File: src/rtl/rename_if.sv
// Rename-stage bus: decode request, renamed output slot, commit return and free-list occupancy.
interface rename_if #(
  parameter int ARCH_REGS = 32,
  parameter int PHYS_REGS = 64,
  parameter int PTAG_W    = $clog2(PHYS_REGS)
);
  localparam int AREG_W = $clog2(ARCH_REGS);
  localparam int FC_W   = $clog2(PHYS_REGS - ARCH_REGS + 1);

  logic              decode_valid;
  logic              decode_ready;
  logic [AREG_W-1:0] decode_rs1;
  logic [AREG_W-1:0] decode_rs2;
  logic [AREG_W-1:0] decode_rd;
  logic              decode_rd_wr;
  logic              rename_valid;
  logic              dispatch_ready;
  logic [PTAG_W-1:0] rename_p_rs1;
  logic [PTAG_W-1:0] rename_p_rs2;
  logic [PTAG_W-1:0] rename_p_dest;
  logic [PTAG_W-1:0] rename_p_old;
  logic              rename_rd_wr;
  logic              commit_valid;
  logic [PTAG_W-1:0] commit_p_old;
  logic [FC_W-1:0]   free_count;

  modport master (
    output decode_valid, decode_rs1, decode_rs2, decode_rd, decode_rd_wr,
           dispatch_ready, commit_valid, commit_p_old,
    input  decode_ready, rename_valid, rename_p_rs1, rename_p_rs2,
           rename_p_dest, rename_p_old, rename_rd_wr, free_count
  );

  modport slave (
    input  decode_valid, decode_rs1, decode_rs2, decode_rd, decode_rd_wr,
           dispatch_ready, commit_valid, commit_p_old,
    output decode_ready, rename_valid, rename_p_rs1, rename_p_rs2,
           rename_p_dest, rename_p_old, rename_rd_wr, free_count
  );
endinterface

File: src/rtl/rename_unit.sv
// Register rename: RAT lookup/update, circular free-list FIFO, one registered output slot.
// Optional RENAME_STALL_CNT_EN adds a saturating stall_cnt output.
module rename_unit #(
  parameter int ARCH_REGS = 32,
  parameter int PHYS_REGS = 64,
  parameter int PTAG_W    = $clog2(PHYS_REGS)
) (
  input logic     clk,
  input logic     reset,
  rename_if.slave rn
`ifdef RENAME_STALL_CNT_EN
  ,
  output logic [31:0] stall_cnt
`endif
);
  localparam int DEPTH = PHYS_REGS - ARCH_REGS;
  localparam int FC_W  = $clog2(DEPTH + 1);
  localparam int PTR_W = (DEPTH > 1) ? $clog2(DEPTH) : 1;

  logic [PTAG_W-1:0] map_q [ARCH_REGS];
  logic [PTAG_W-1:0] fl_q  [DEPTH];
  logic [PTR_W-1:0]  head_q, tail_q;
  logic [FC_W-1:0]   count_q;
  logic              ready, accept, alloc, push;
  logic [PTAG_W-1:0] src1, src2;

  function automatic logic [PTR_W-1:0] wrap_inc(input logic [PTR_W-1:0] p);
    return (p == PTR_W'(DEPTH - 1)) ? '0 : p + 1'b1;
  endfunction

  always_comb begin
    ready  = (!rn.rename_valid || rn.dispatch_ready) && (count_q != '0);
    accept = rn.decode_valid && ready;
    alloc  = accept && rn.decode_rd_wr && (rn.decode_rd != '0);
    push   = rn.commit_valid && (rn.commit_p_old != '0) && (count_q != FC_W'(DEPTH));
    src1   = (rn.decode_rs1 == '0) ? '0 : map_q[rn.decode_rs1];
    src2   = (rn.decode_rs2 == '0) ? '0 : map_q[rn.decode_rs2];
    rn.decode_ready = ready;
    rn.free_count   = count_q;
  end

  always_ff @(posedge clk or posedge reset) begin
    if (reset) begin
      for (int unsigned i = 0; i < ARCH_REGS; i++) map_q[i] <= PTAG_W'(i);
    end else if (alloc) begin
      map_q[rn.decode_rd] <= fl_q[head_q];
    end
  end

  // Pop reads the entry that was valid before this edge, so a tag pushed now is only poppable next cycle.
  always_ff @(posedge clk or posedge reset) begin
    if (reset) begin
      for (int unsigned i = 0; i < DEPTH; i++) fl_q[i] <= PTAG_W'(ARCH_REGS + i);
      head_q  <= '0;
      tail_q  <= '0;
      count_q <= FC_W'(DEPTH);
    end else begin
      if (push) begin
        fl_q[tail_q] <= rn.commit_p_old;
        tail_q       <= wrap_inc(tail_q);
      end
      if (alloc) head_q <= wrap_inc(head_q);
      case ({alloc, push})
        2'b10:   count_q <= count_q - 1'b1;
        2'b01:   count_q <= count_q + 1'b1;
        default: count_q <= count_q;
      endcase
    end
  end

  always_ff @(posedge clk or posedge reset) begin
    if (reset) begin
      rn.rename_valid  <= 1'b0;
      rn.rename_p_rs1  <= '0;
      rn.rename_p_rs2  <= '0;
      rn.rename_p_dest <= '0;
      rn.rename_p_old  <= '0;
      rn.rename_rd_wr  <= 1'b0;
    end else if (accept) begin
      rn.rename_valid  <= 1'b1;
      rn.rename_p_rs1  <= src1;
      rn.rename_p_rs2  <= src2;
      rn.rename_p_dest <= alloc ? fl_q[head_q] : '0;
      rn.rename_p_old  <= alloc ? map_q[rn.decode_rd] : '0;
      rn.rename_rd_wr  <= alloc;
    end else if (rn.dispatch_ready) begin
      rn.rename_valid  <= 1'b0;
      rn.rename_p_rs1  <= '0;
      rn.rename_p_rs2  <= '0;
      rn.rename_p_dest <= '0;
      rn.rename_p_old  <= '0;
      rn.rename_rd_wr  <= 1'b0;
    end
  end

`ifdef RENAME_STALL_CNT_EN
  always_ff @(posedge clk or posedge reset) begin
    if (reset) begin
      stall_cnt <= '0;
    end else if (rn.decode_valid && !ready && (stall_cnt != '1)) begin
      stall_cnt <= stall_cnt + 1'b1;
    end
  end
`endif
endmodule

File: src/flat_wrapper.sv
// flat-port wrapper written by rule: the top's interface ports become plain ports
module rename_unit_flat 
#(
  parameter int ARCH_REGS = 32,
  parameter int PHYS_REGS = 64,
  parameter int PTAG_W    = $clog2(PHYS_REGS)
)
  (clk, reset, rn_decode_valid, rn_decode_rs1, rn_decode_rs2, rn_decode_rd, rn_decode_rd_wr, rn_dispatch_ready, rn_commit_valid, rn_commit_p_old, rn_decode_ready, rn_rename_valid, rn_rename_p_rs1, rn_rename_p_rs2, rn_rename_p_dest, rn_rename_p_old, rn_rename_rd_wr, rn_free_count);
  rename_if #(.ARCH_REGS(ARCH_REGS), .PHYS_REGS(PHYS_REGS), .PTAG_W(PTAG_W)) rn_i ();
  input logic clk;
  input logic reset;
  input wire logic [$bits(rn_i.decode_valid)-1:0] rn_decode_valid;
  input wire logic [$bits(rn_i.decode_rs1)-1:0] rn_decode_rs1;
  input wire logic [$bits(rn_i.decode_rs2)-1:0] rn_decode_rs2;
  input wire logic [$bits(rn_i.decode_rd)-1:0] rn_decode_rd;
  input wire logic [$bits(rn_i.decode_rd_wr)-1:0] rn_decode_rd_wr;
  input wire logic [$bits(rn_i.dispatch_ready)-1:0] rn_dispatch_ready;
  input wire logic [$bits(rn_i.commit_valid)-1:0] rn_commit_valid;
  input wire logic [$bits(rn_i.commit_p_old)-1:0] rn_commit_p_old;
  output wire logic [$bits(rn_i.decode_ready)-1:0] rn_decode_ready;
  output wire logic [$bits(rn_i.rename_valid)-1:0] rn_rename_valid;
  output wire logic [$bits(rn_i.rename_p_rs1)-1:0] rn_rename_p_rs1;
  output wire logic [$bits(rn_i.rename_p_rs2)-1:0] rn_rename_p_rs2;
  output wire logic [$bits(rn_i.rename_p_dest)-1:0] rn_rename_p_dest;
  output wire logic [$bits(rn_i.rename_p_old)-1:0] rn_rename_p_old;
  output wire logic [$bits(rn_i.rename_rd_wr)-1:0] rn_rename_rd_wr;
  output wire logic [$bits(rn_i.free_count)-1:0] rn_free_count;
  assign rn_i.decode_valid = rn_decode_valid;
  assign rn_i.decode_rs1 = rn_decode_rs1;
  assign rn_i.decode_rs2 = rn_decode_rs2;
  assign rn_i.decode_rd = rn_decode_rd;
  assign rn_i.decode_rd_wr = rn_decode_rd_wr;
  assign rn_i.dispatch_ready = rn_dispatch_ready;
  assign rn_i.commit_valid = rn_commit_valid;
  assign rn_i.commit_p_old = rn_commit_p_old;
  assign rn_decode_ready = rn_i.decode_ready;
  assign rn_rename_valid = rn_i.rename_valid;
  assign rn_rename_p_rs1 = rn_i.rename_p_rs1;
  assign rn_rename_p_rs2 = rn_i.rename_p_rs2;
  assign rn_rename_p_dest = rn_i.rename_p_dest;
  assign rn_rename_p_old = rn_i.rename_p_old;
  assign rn_rename_rd_wr = rn_i.rename_rd_wr;
  assign rn_free_count = rn_i.free_count;
  rename_unit #(.ARCH_REGS(ARCH_REGS), .PHYS_REGS(PHYS_REGS), .PTAG_W(PTAG_W)) u_core (.clk(clk), .reset(reset), .rn(rn_i));
endmodule
File: config.mk
export PLATFORM = sky130hd
export DESIGN_NAME = rename_unit_flat
export DESIGN_NICKNAME = d
export VERILOG_FILES = /design/src/rtl/rename_if.sv /design/src/rtl/rename_unit.sv /design/src/flat_wrapper.sv
export SDC_FILE = /design/constraint.sdc
export NUM_CORES = 1
export LEC_CHECK = 0
export CORE_MARGIN = 3
export CORE_UTILIZATION = 42
export DETAILED_ROUTE_END_ITERATION = 10
export GPL_TIMING_DRIVEN = 0
export PLACE_DENSITY_LB_ADDON = 0.1
export RECOVER_POWER = 50
export REMOVE_ABC_BUFFERS = 1
export SETUP_SLACK_MARGIN = 0.4
export SLEW_MARGIN = 20
export SYNTH_ARGS = -nofsm -noshare
export SYNTH_HDL_FRONTEND = slang
export SYNTH_SLANG_ARGS = --single-unit
File: constraint.sdc
create_clock -name clk -period 17.13 [get_ports clk]
set_input_delay 2.5695 -clock clk [delete_from_list [all_inputs] [get_ports clk]]
set_output_delay 2.5695 -clock clk [all_outputs]
set_load 0.01 [all_outputs]
# After elaboration in Yosys (flattened, before gate mapping)
# Index checks and enable logic that the tools add are counted.
[op_classes] add_sub_neg=4 n_lt_le_gt_ge=7 n_eq_ne=5 mux=33 bitwise_logic=5 n_reduce_logical=17
[ops] cell="192-bit bitwise mux" count=2
[ops] cell="6-bit binary-select mux with 5-bit select" count=4
[ops] cell="6-bit 2-to-1 mux" count=19
[ops] cell="6-bit demux with 5-bit select" count=2
[ops] cell="6-bit greater-or-equal comparator, second input constant" count=5
[ops] cell="5-bit inverter with 6-bit output" count=5
[ops] cell="6-bit by 1-bit < comparator with 1-bit output, second input constant" count=2
[ops] cell="6-bit case mux with 2 select lines" count=1
[ops] cell="6-bit nonzero test" count=2
[ops] cell="5-bit by 1-bit adder with 5-bit output, second input constant" count=2
[ops] cell="5-bit == test, second input constant" count=2
[ops] cell="5-bit logical NOT" count=2
[ops] cell="5-bit 2-to-1 mux" count=2
[ops] cell="1-bit logical AND" count=8
[ops] cell="6-bit by 1-bit adder with 6-bit output, second input constant" count=1
[ops] cell="6-bit != test, second input constant" count=1
[ops] cell="6-bit by 1-bit subtractor with 6-bit output, second input constant" count=1
[ops] cell="5-bit nonzero test" count=1
[ops] cell="2-bit nonzero test" count=2
[ops] cell="1-bit 2-to-1 mux" count=3
[ops] cell="2-bit by 1-bit == test with 1-bit output, second input constant" count=1
[ops] cell="2-bit == test, second input constant" count=1
[ops] cell="1-bit logical NOT" count=1
[ops] cell="1-bit logical OR" count=1
[word_totals] register_bits=426 in_bits=27 output_inout_bits=33 elab_cells=144

# Longest topological paths before layout
[logic_depth] word_depth=8 ltp_mapped=15

# Worst setup path before layout
# OpenSTA, ideal clock, no wires.
[synth_timing] path_kind="input to output" start="input rn_dispatch_ready" end="output rn_decode_ready" arrival_ps=2911 slack_ps=11650 path_stages=2 cell_sequence="nand2b_1 and2_1"
[synth_between] elab_chain_len=2
[synth_lines] element="start, declared" line_no="flat_wrapper.sv:17" text="input wire logic [$bits(rn_i.dispatch_ready)-1:0] rn_dispatch_ready;"
[synth_lines] element="1-bit logical OR" line_no="rename_unit.sv:32" text="ready = (!rn.rename_valid || rn.dispatch_ready) && (count_q != '0);"
[synth_lines] element="1-bit logical AND" line_no="rename_unit.sv:32"
[synth_lines] element="end, declared" line_no="flat_wrapper.sv:20" text="output wire logic [$bits(rn_i.decode_ready)-1:0] rn_decode_ready;"
# Every way passes these cells.

==> summary.txt <==
Global routing
  – First-pass GRT wire length: 99,460 um
  – GRT Residual Overflow: 0
  – Antenna violations before repair: 0
  – Largest net degree at the start of global routing: 104
  – Total track usage: 0.2308
  – Vias in the first global route: 14,765

Worst setup path
  – Crit. End Element: asynchronous set/reset pin
  – Critical path class: in -> async
  – Arrival time at the worst endpoint: 8.36 ns
  – Startpoint Class: primary input
  – Critical-path maximum fanout: 103
  – Data required, critical path: 15.75 ns

Flow run
  – Max_cap viols: 4

Synthesis
  – Main combinational cell family by area after synthesis: multiplexers
  – Syn Inst Count: 1,587
  – Number of synthesized flops with an enable pin: 0
  – Simple-gate share of the synthesized area: 0.04572
  – Synth area leader: dfrtp_1
  – Post-synthesis sequential area ratio: 0.4742
  – Mux contribution to synthesized area: 0.3874
  – Async SR Flop Fraction: 1.000
  – Adder-Cell Fraction of Synth Area: 0.007402
  – Distinct cell type count after synthesis: 63
  – Top cell type's share of synthesized area: 0.2536
  – Post-Synthesis Cell Area: 22,990 um^2
  – Compound-Gate Fraction of Synth Area: 0.05203
  – Yosys warns: 0
  – Syn Area/Cell: 14.49 um^2
  – Synth Area in XOR/XNOR: 0.001905
  – Flops & latches, synth: 426
  – Area contributors post-synth: dfrtp_1, dfstp_2, mux2_2
  – Ys flop type: dfrtp_1

Clock network
  – Clock Latency Late Sink: 0.60 ns
  – Clock transition at path regs: 0.06 ns
  – H-Tree Depth: 2
  – Root Buffer: clkbuf_16
  – Max Buffers Root-to-Sink: 3
  – Post-CTS Setup Inserts: 0
  – CTS tree: built
  – Hold Buf Count CTS: 0
  – TritonCTS Sinks: 426
  – CTS resizes: 0
  – CTS Buf Count: 49

Pwr
  – Net switching power: 1.346 mW
  – Tot Pwr: 4.138 mW
  – Peak VDD IR: 0.08245 mV
  – Clk network pwr share: 0.260
  – Reg power frac: 0.417
  – P_leak: 10.64 nW
  – Switching share of power: 0.3252
  – Pwr dens: 160.4 nW/um^2
  – Combinational share of power: 0.324
  – Int Pwr: 2.793 mW

Timing
  – Hold Fails Final Rpt: 0
  – Achievable Freq: 0.1027 GHz
  – Final Cycle Share: 0.5686
  – Final min period: 9.741 ns
  – Max-slew violation count: 351
  – Final setup violation count: 0
  – Clock Skews: 0.02177 ns
  – Setup ws final: 7.389 ns
  – Relative slew margins: -2.675
  – Transition time of the tightest slew-check pin: 5.513 ns
  – RSZ-0062 raised after global routing: false

Route
  – Vias per cell: 6.195
  – Initial DRC Count: 1,184
  – # DRC: 0
  – Post-route ant nets: 0
  – Total number of vias: 14,390
  – Post-Route WL: 65,410 um
  – DR pass1 iterations: 5
  – Wire length per cell: 28.16 um

Floorplanning
  – Vertical die dimension: 240.0 um
  – Io pins: 60
  – Core area: 54,030 um^2
  – Die Footprint: 57,580 um^2
  – Starting Density: 0.4255
  – FP Rows: 85
  – Die X: 240.0 um

Cells and area
  – Fillers: 4,767
  – Layout cells sized above 1: 0.5323
  – Ant diodes: 0
  – Post-route cell area: 25,810 um^2
  – Final #Nets: 1,626
  – Layout Area Growth over Synthesis: 12.26%

Outcome
  – Status: complete, but fails checks
  – Failing checks: max-capacitance violations, max-slew violations

Placement
  – Placed inst area: 24,240 um^2
  – Number of port buffers: 59
  – GPL Wtd Cong: 0.8811
  – DP HPWL: 43,920 um
  – Pre-CTS setup slack: 10.44 ns

Hold path
  – Hold WC Path Type: reg -> reg
-- area by class of cell --
class | instances | area (um^2) | area share
clock inverter | 11 | 158.9 | 0.006157
inverter | 11 | 43.79 | 0.001697
multi-input combinational | 1015 | 11390 | 0.4414
tap | 696 | 870.8 | 0.03374
sequential | 426 | 10910 | 0.4228
clock buffer | 81 | 1488 | 0.05765
timing repair buffer | 83 | 943.4 | 0.03656
-- worst max-delay path, stage by stage --
cell	delay, ns
dlygate4sd3_1	0.55
clkinvlp_2	1.31
clkbuf_1	3.78
-- cells in the mapped netlist (4+ instances only) --
| master | instances |
|---|---|
| a21oi_1 | 8 |
| a22oi_1 | 17 |
| nand2b_1 | 7 |
| and3_1 | 8 |
| dfstp_2 | 193 |
| nor2b_1 | 14 |
| nand3_1 | 44 |
| mux2i_1 | 88 |
| mux2_4 | 25 |
| dfrtp_1 | 233 |
| a221o_1 | 4 |
| nand4_1 | 6 |
| a31oi_1 | 9 |
| o221ai_1 | 22 |
| mux4_2 | 158 |
| nand3b_1 | 8 |
| nor3_1 | 14 |
| mux2_2 | 359 |
| inv_1 | 10 |
| a32o_1 | 7 |
| buf_4 | 9 |
| or3_1 | 4 |
| nor2_1 | 46 |
| clkbuf_1 | 75 |
| buf_1 | 10 |
| ha_1 | 12 |
| nand2_1 | 37 |
| o21ai_0 | 17 |
| a22o_1 | 15 |
| a22oi_2 | 4 |
| buf_6 | 9 |
| o22ai_1 | 31 |
| buf_2 | 28 |
| o31ai_1 | 4 |
-- power by group through the flow --
stage | Clock [mW] | Combinational, mW | Sequential (mW)
6_report | 1.07 | 1.34 | 1.72
5_1_grt | 1.14 | 1.43 | 1.77
4_1_cts | 1.10 | 1.35 | 1.72
3_5_place_dp | 0 | 1.35 | 1.74
3_3_place_gp | 0 | 1.23 | 1.75
2_1_floorplan | 0 | 0.853 | 1.66
-- through the flow --
step	util	std cells	setup TNS, ns	hold slack (ns)
after floorplan	-	1452	0	0.3848
after global placement	0.4400	2207	-610.25	0.4033
after detailed placement	0.4487	2231	0	0.4143
after CTS	0.4791	2323	0	0.4278
after global routing	0.4777	2323	0	0.4458
final	0.4777	2323	0	0.4245
-- cells by family after synthesis --
group / after synthesis
AOI/OAI and AO/OA: 158
xor gates and xnor gates: 5
adders and majority gates: 13
muxes: 633
and+or+nand+nor: 206
buffers and inverters: 146
DFF: 426
-- layout by cell type (no fill, tap or decap), types with 25 or more instances in the layout --
master,instances
mux2i_1,88
mux2_2,359
nand2_1,37
dfstp_2,193
mux4_2,158
o22ai_1,31
mux2_4,25
clkdlybuf4s50_1,34
nor2_1,46
dfrtp_1,230
nand3_1,44
clkbuf_16,50
-- per-layer routing --
layer / global-route usage / up-vias / wire [um]
met5: 0 / - / 0
met4: 0.09089 / 0 / 2642
met3: 0.03349 / 127 / 2995
met2: 0.3745 / 438 / 31690
met1: 0.3150 / 7678 / 28080
li1: - / 6147 / -
-- sequential cells by signal, summed over array words and instances (netlist names), 5 cells and up --
name	count
u_core.fl_q	192
u_core.map_q	192
u_core.rn.free_count	6
u_core.rn.rename_p_dest	6
u_core.rn.rename_p_old	6
u_core.rn.rename_p_rs1	6
u_core.rn.rename_p_rs2	6
u_core.head_q	5
u_core.tail_q	5
-- path summary, 6_finish.rpt --
path                                         startpoint                      end  slack (ns)  cells past startpoint
worst min-delay path                  u_core.map_q[188]        u_core.map_q[188]        0.42                      0
worst max register to register  u_core.rn.free_count[0]  u_core.rn.free_count[5]       12.99                     12
worst min register to register        u_core.map_q[188]        u_core.map_q[188]        0.42                      0
min in group asynchronous                         reset         u_core.map_q[37]        3.07                      2
max in group clk                      rn_dispatch_ready          rn_decode_ready       10.62                      4
worst max-delay path                              reset         u_core.head_q[0]        7.39                      3
No activity file was read; power rests on OpenSTA's default activity.
